File: src/rtl/bpu_sched.sv
// Branch predictor table-port scheduler: lookups, resolved-update FIFO, table flush.
// Define BPU_SCHED_STARVE_EN to force FIFO drains after STARVE lookup-won cycles.
module bpu_sched #(
  parameter int IWIDTH = 6,
  parameter int QDEPTH = 4,
  parameter int STARVE = 3
) (
  input  logic              clk,
  input  logic              reset,
  input  logic              lk_valid,
  input  logic [IWIDTH-1:0] lk_index,
  output logic              lk_ready,
  input  logic              rs_valid,
  input  logic [IWIDTH-1:0] rs_index,
  input  logic              rs_taken,
  output logic              rs_ready,
  input  logic              flush_req,
  output logic              flush_busy,
  output logic [IWIDTH-1:0] tb_index,
  output logic              tb_re,
  output logic              tb_we,
  output logic              tb_wbit,
  output logic              tb_clr
);

  localparam int PW = $clog2(QDEPTH);

  if (QDEPTH < 2 || STARVE < 0) begin : g_bad_param
    $error("bpu_sched: bad QDEPTH/STARVE");
  end

  typedef enum logic {IDLE, FLUSH} state_t;

  state_t            state, state_nx;
  logic [IWIDTH:0]   mem [QDEPTH];
  logic [PW-1:0]     rptr, wptr;
  logic [PW:0]       count;
  logic [IWIDTH-1:0] walk;
  logic              empty, full;
  logic              push, pop;
  logic              forced, flush_go;

  assign empty = (count == '0);
  assign full  = (count == (PW+1)'(QDEPTH));
  assign push  = rs_valid && rs_ready && !flush_go;

`ifdef BPU_SCHED_STARVE_EN
  localparam int SW = $clog2(STARVE + 2);

  logic [SW-1:0] starve;

  assign forced = !empty && (starve == SW'(STARVE));

  always_ff @(posedge clk or posedge reset) begin
    if (reset) begin
      starve <= '0;
    end else if (state != IDLE || pop || empty) begin
      starve <= '0;
    end else if (lk_ready && starve != SW'(STARVE)) begin
      starve <= starve + 1'b1;
    end
  end
`else
  assign forced = 1'b0;
`endif

  always_comb begin
    state_nx   = state;
    lk_ready   = 1'b0;
    rs_ready   = 1'b0;
    flush_busy = 1'b0;
    tb_index   = '0;
    tb_re      = 1'b0;
    tb_we      = 1'b0;
    tb_wbit    = 1'b0;
    tb_clr     = 1'b0;
    pop        = 1'b0;
    flush_go   = 1'b0;
    unique case (state)
      IDLE: begin
        rs_ready = !full;
        if (flush_req) begin
          flush_go = 1'b1;
          state_nx = FLUSH;
        end else if (lk_valid && !forced) begin
          lk_ready = 1'b1;
          tb_re    = 1'b1;
          tb_index = lk_index;
        end else if (!empty) begin
          pop                 = 1'b1;
          tb_we               = 1'b1;
          {tb_index, tb_wbit} = mem[rptr];
        end
      end
      FLUSH: begin
        flush_busy = 1'b1;
        tb_clr     = 1'b1;
        tb_index   = walk;
        if (walk == '1) state_nx = IDLE;
      end
    endcase
  end

  always_ff @(posedge clk or posedge reset) begin
    if (reset) begin
      state <= IDLE;
      walk  <= '0;
    end else begin
      state <= state_nx;
      walk  <= (state == FLUSH) ? walk + 1'b1 : '0;
    end
  end

  // Entering FLUSH throws away any queued updates.
  always_ff @(posedge clk or posedge reset) begin
    if (reset) begin
      rptr  <= '0;
      wptr  <= '0;
      count <= '0;
    end else if (flush_go) begin
      rptr  <= '0;
      wptr  <= '0;
      count <= '0;
    end else begin
      if (push) wptr <= wptr + 1'b1;
      if (pop)  rptr <= rptr + 1'b1;
      count <= count + (PW+1)'(push) - (PW+1)'(pop);
    end
  end

  always_ff @(posedge clk) begin
    if (push) mem[wptr] <= {rs_index, rs_taken};
  end

endmodule

File: config.mk
export PLATFORM = sky130hd
export DESIGN_NAME = bpu_sched
export DESIGN_NICKNAME = d
export VERILOG_FILES = /design/src/rtl/bpu_sched.sv
export SDC_FILE = /design/constraint.sdc
export NUM_CORES = 1
export LEC_CHECK = 0
export ABC_AREA = 1
export CORE_ASPECT_RATIO = 0.6
export CORE_MARGIN = 8
export CORE_UTILIZATION = 40
export DETAILED_ROUTE_END_ITERATION = 8
export PLACE_DENSITY = 0.71
export SYNTH_ARGS = -nofsm -noshare
export SYNTH_HDL_FRONTEND = slang
export SYNTH_SLANG_ARGS = --single-unit
File: constraint.sdc
create_clock -name clk -period 5.65 [get_ports clk]
set_clock_uncertainty 0.15 [all_clocks]
set_input_delay 0.565 -clock clk [delete_from_list [all_inputs] [get_ports clk]]
set_output_delay 0.565 -clock clk [all_outputs]
set_load 0.02 [all_outputs]
Yosys cells after proc, flatten, opt, wreduce, memory -nomap -nowiden
Memory sizes are Yosys's and may differ from the RTL's.
Index checks and enable logic that the tools add are counted.
{"block": "word_totals", "output_inout_bits": 13, "mem_count": 1, "wordCells": 50, "regBits": 14, "ram_bits": 28}
{"name": "mem", "depth": 4, "word_bits": 7, "rd": 1, "rd_clocked_by_memory_dff": 0, "write_ports": 1, "line": "35", "rtl": "logic [IWIDTH:0] mem [QDEPTH];"}
{"block": "classes", "n_addsub": 5, "reduce_logical": 7, "bitwise": 1, "n_mux": 29, "n_eq_ne": 2}
{"op": "2-to-1 mux 6 bit", "count": 4}
{"op": "2-to-1 mux 1 bit", "count": 18}
{"op": "case mux 6 bit (2 select lines)", "count": 1}
{"op": "2-to-1 mux 2 bit", "count": 4}
{"op": "adder 6 x 1 -> 6 bit (second input constant)", "count": 1}
{"op": "== test 6 bit (second input constant)", "count": 1}
{"op": "adder 2 x 1 -> 2 bit (second input constant)", "count": 2}
{"op": "nonzero test 2 bit", "count": 2}
{"op": "adder 3 x 1 -> 3 bit", "count": 1}
{"op": "== test 3 bit (second input constant)", "count": 1}
{"op": "zero test 3 bit", "count": 1}
{"op": "2-to-1 mux 3 bit", "count": 1}
{"op": "subtractor 3 x 1 -> 3 bit", "count": 1}
{"op": "logical AND 1 bit", "count": 2}
{"op": "zero test 1 bit", "count": 2}
{"op": "case mux 1 bit (2 select lines)", "count": 1}
{"op": "NOT 1 bit", "count": 1}

Depth between registers and ports, before layout
{"block": "depth", "ltp_word": 8, "ltp_mapped": 12, "mapped_depth_nobuf": 12}

Worst setup path before layout
OpenSTA, ideal clock, no wires.
{"block": "synth_path", "path_type": "register -> register", "startpoint": "reg state", "endpoint": "reg count[2]", "synth_period_minus_slack_ps": 2294, "setup_ps": 119, "stages_incl_launch_ff": 12, "required_ps": 5381, "arrival_time_ps": 2025, "path_slack_ps": 3356, "cell_sequence": "dfrtp_1 -> buf_6 -> nor2_2 -> nand3_2 -> inv_2 -> ha_1 -> inv_1 -> ha_1 -> inv_1 -> fa_1 -> xor2_1 -> nor2_1"}
{"block": "synth_via", "elab_cells_between_ends": 9}
{"element": "start, declared", "line": "34", "rtl": "state_t state, state_nx;"}
{"element": "start signal, assigned", "line": "109", "rtl": "state <= state_nx;"}
{"element": "2-to-1 mux 1 bit"}
{"element": "via tb_we", "line": "21", "rtl": "output logic tb_we,"}
{"element": "subtractor 3 x 1 -> 3 bit", "line": "127", "rtl": "count <= count + (PW+1)'(push) - (PW+1)'(pop);"}
{"element": "2-to-1 mux 3 bit", "line": "120", "rtl": "end else if (flush_go) begin"}
{"element": "end signal, assigned", "line": "127"}
{"element": "end, declared", "line": "37", "rtl": "logic [PW:0] count;"}
The timed path passes the listed nets, and every way through them passes these cells.
A chain may end at the register's enable or synchronous reset.

Worst setup path after layout
{"block": "layout_path", "startpoint": "in flush_req", "endpoint": "out tb_index[4]"}
{"block": "layout_via", "elab_chain_len": 2}
{"element": "start, declared", "line": "17", "rtl": "input logic flush_req,"}
{"element": "2-to-1 mux 6 bit", "line": "82", "rtl": "if (flush_req) begin"}
{"element": "case mux 6 bit (2 select lines)", "line": "79", "rtl": "unique case (state)"}
{"element": "end, declared", "line": "19", "rtl": "output logic [IWIDTH-1:0] tb_index,"}
Every way passes these cells.

==> results by group <==
Finish
  – Commonest non-fill, non-tap cells in the layout: 48 x nand2_1, 30 x clkdlybuf4s50_1, 28 x edfxtp_1
  – NumNets Final: 261
  – Share of post-route cells with drive strength above 1: 9.32%
  – Commonest non-fill, non-tap cell in the layout: nand2_1
  – Layout filler cell count: 462
  – Antenna cells: 0
  – Multi-input gate area: 673 um2
  – Synth-to-layout area growth: 20.9%
  – Sequential cell area: 1190 um2

Clocking
  – CTS buffer count: 5
  – Clock Sinks: 42
  – CTS tree: yes
  – Post-CTS setup buffers: 0
  – Later-pin clock latency in the skew report: 300 ps
  – CTS Buffer Depth: 2
  – Root buf cell: clkbuf_8
  – H-tree Lvls: 2
  – Clk slew on worst S/H paths: 80 ps
  – Post_cts resized: 0
  – Post-CTS Hold Buffers: 0

Synthesis
  – Yosys Warn Count: 0
  – Post-synth EDFFs: 28
  – Sequential-to-total area share from yosys stat: 58.1%
  – Mapped Nets: 232
  – Post-Syn Area: 2050 um2
  – Netlist cell types: 28
  – Post-Synthesis Cells: 206
  – Ys flop type: edfxtp_1
  – Flops & latches, synth: 42
  – Synth async-reset ratio: 33.3%
  – Avg Cell Area, Syn: 9.95 um2

Timing
  – Slew margin rel.: 49.1%
  – Fin crit share: 55.0%
  – Pins Over Slew Limit: 0
  – Final setup vio count: 0
  – Final WS setup: 2540 ps
  – RSZ-0062 raised after global routing: false
  – Fmax: 0.322 GHz
  – Worst-margin pin slew: 761 ps
  – Sum Neg Setup Slack: 0 ps
  – Hold Fails Final Rpt: 0
  – Tmin final: 3110 ps

Critical path
  – Family with the most delay on the worst path: buffers and inverters
  – Crit path max fanout: 7
  – Slowest stage cell on the critical path: clkdlybuf4s50_1
  – Req. time, crit path: 4930 ps
  – Slowest stage delay, CP: 600 ps
  – Worst setup SP type: input pin
  – Critical path class: in2out
  – Critical Path End Type: output pin
  – Worst endpoint data arrival time: 2390 ps
  – CP most frequent cell: clkdlybuf4s50_1
  – Cells along the critical path: clkdlybuf4s50_1 > nor3_4 > nand2_2 > o21ai_2 > inv_1 > nand2_1 > clkdlybuf4s50_1
  – Buf/Inv on CP: 3

Flow run
  – MaxCap Viol Count: 0

Min path
  – Hold Path Class: reg2reg

Pwr
  – Clk network pwr share: 39.6%
  – Max VDD drop: 0.000141 V
  – Sw frac: 20.4%
  – Psw: 122 uW
  – Sequential share of power: 55.6%
  – Power Dens Cells: 242 nW/um2
  – Leak Pwr: 1.06 nW
  – Internal Power: 476 uW
  – Comb power frac: 4.9%

Drt
  – Routed wire per std cell: 14.3 um
  – Final ANT Viol Nets: 0
  – Final wirelength: 4330 um
  – Residual DRC: 0
  – DR vias/cell: 4.69
  – DRT iter0 DRCs: 73
  – DR vias: 1,415
  – Drt pass-1 iters: 5

Global route
  – Antenna violations before repair: 0
  – Vias in the first global route: 1,423
  – Largest net degree at the start of global routing: 19
  – GRT Residual Overflow: 0
  – Total track usage: 12.1%
  – Global-route wire length before repair: 7120 um

Floorplan
  – Initial Util: 41.0%
  – Num rows: 20
  – Die Height: 71.4 um
  – Total I/O pin count: 31
  – Die ar.: 7750 um2
  – Chip width: 108 um
  – Core Region: 5000 um2

Placement
  – I/O Buffers: 30
  – GP Congestion: 0.751
  – Setup WS pre-CTS: 2520 ps
  – Post-DP HPWL: 3280 um

Status
  – Status: complete, no violations
## flip-flops by register name, indices dropped and copies added, names as in the netlist
signal  count
mem        28
walk        6
count       3
rptr        2
wptr        2
state       1
## cells in the mapped netlist (2+ instances only)
| cell | count | area (um2) |
|---|---|---|
| o21ai_0 | 10 | 50.1 |
| buf_2 | 2 | 10.0 |
| nand3_1 | 20 | 100 |
| nor2_1 | 15 | 56.3 |
| inv_2 | 5 | 18.8 |
| edfxtp_1 | 28 | 841 |
| buf_4 | 4 | 30.0 |
| nand3_2 | 2 | 20.0 |
| dfrtp_1 | 14 | 350 |
| a22oi_1 | 2 | 15.0 |
| a21oi_1 | 6 | 30.0 |
| xor2_1 | 2 | 17.5 |
| nor2_2 | 2 | 12.5 |
| inv_1 | 26 | 97.6 |
| ha_1 | 7 | 87.6 |
| buf_6 | 2 | 22.5 |
| nand2_1 | 48 | 180 |
## routing by layer
metal / part of all wire (%) / GRT usage, % / wire (um)
met5: 0 / 0 / 0
met3: 8.8 / 3.94 / 379
met2: 42 / 16.2 / 1820
met1: 49 / 17.0 / 2100
met4: 0.58 / 5.43 / 25
## area by class of cell
cell class                      count  share of cell area (%)
Sequential cell                    42                    48.1
Multi-Input combinational cell    124                    27.2
Timing Repair Buffer               30                    12.1
Inverter                           32                    4.95
Tap cell                           66                    3.33
Clock buffer                        6                    2.93
Clock inverter                      2                    1.46
## worst paths after layout
| check | startpoint | endpoint | slack, ps | depth (start not counted) |
|---|---|---|---|---|
| min reg2reg | walk[0]$_DFF_PP0_ | walk[0]$_DFF_PP0_ | 350 | 1 |
| max in group asynchronous | reset | count[1]$_DFF_PP0_ | 4530 | 2 |
| min | walk[0]$_DFF_PP0_ | walk[0]$_DFF_PP0_ | 350 | 1 |
| max | flush_req | tb_index[4] | 2540 | 7 |
| min in group asynchronous | reset | wptr[0]$_DFFE_PP0P_ | 450 | 2 |
| max reg2reg | state$_DFF_PP0_ | count[2]$_DFF_PP0_ | 3070 | 11 |
## cells by family after synthesis
family	Yosys count	synth area share, %
simple gates	91	20.0
flops	42	58.1
buf+inv	40	9.04
compound gates	22	6.29
fa+ha+maj	8	5.25
xor+xnor	3	1.28
## power groups by stage
stage | Combinational, mW | Clock [mW] | Sequential, mW
finish | 0.0292 | 0.237 | 0.333
global placement | 0.0289 | 0 | 0.339
CTS | 0.0296 | 0.243 | 0.333
floorplan | 0.0146 | 0 | 0.337
detailed placement | 0.0295 | 0 | 0.339
global route | 0.0327 | 0.256 | 0.333
## through the flow
stage	instances	cell area (um2)	util [%]	power [mW]	hold slack, ps
4_1_cts	302	2480	49.5	0.606	353
5_1_grt	302	2480	49.5	0.621	394
6_report	302	2480	49.5	0.599	351
2_1_floorplan	206	2050	-	0.352	296
3_5_place_dp	294	2370	47.3	0.369	338
3_3_place_gp	294	2370	47.3	0.368	335
(Power assumes the default switching activity.)
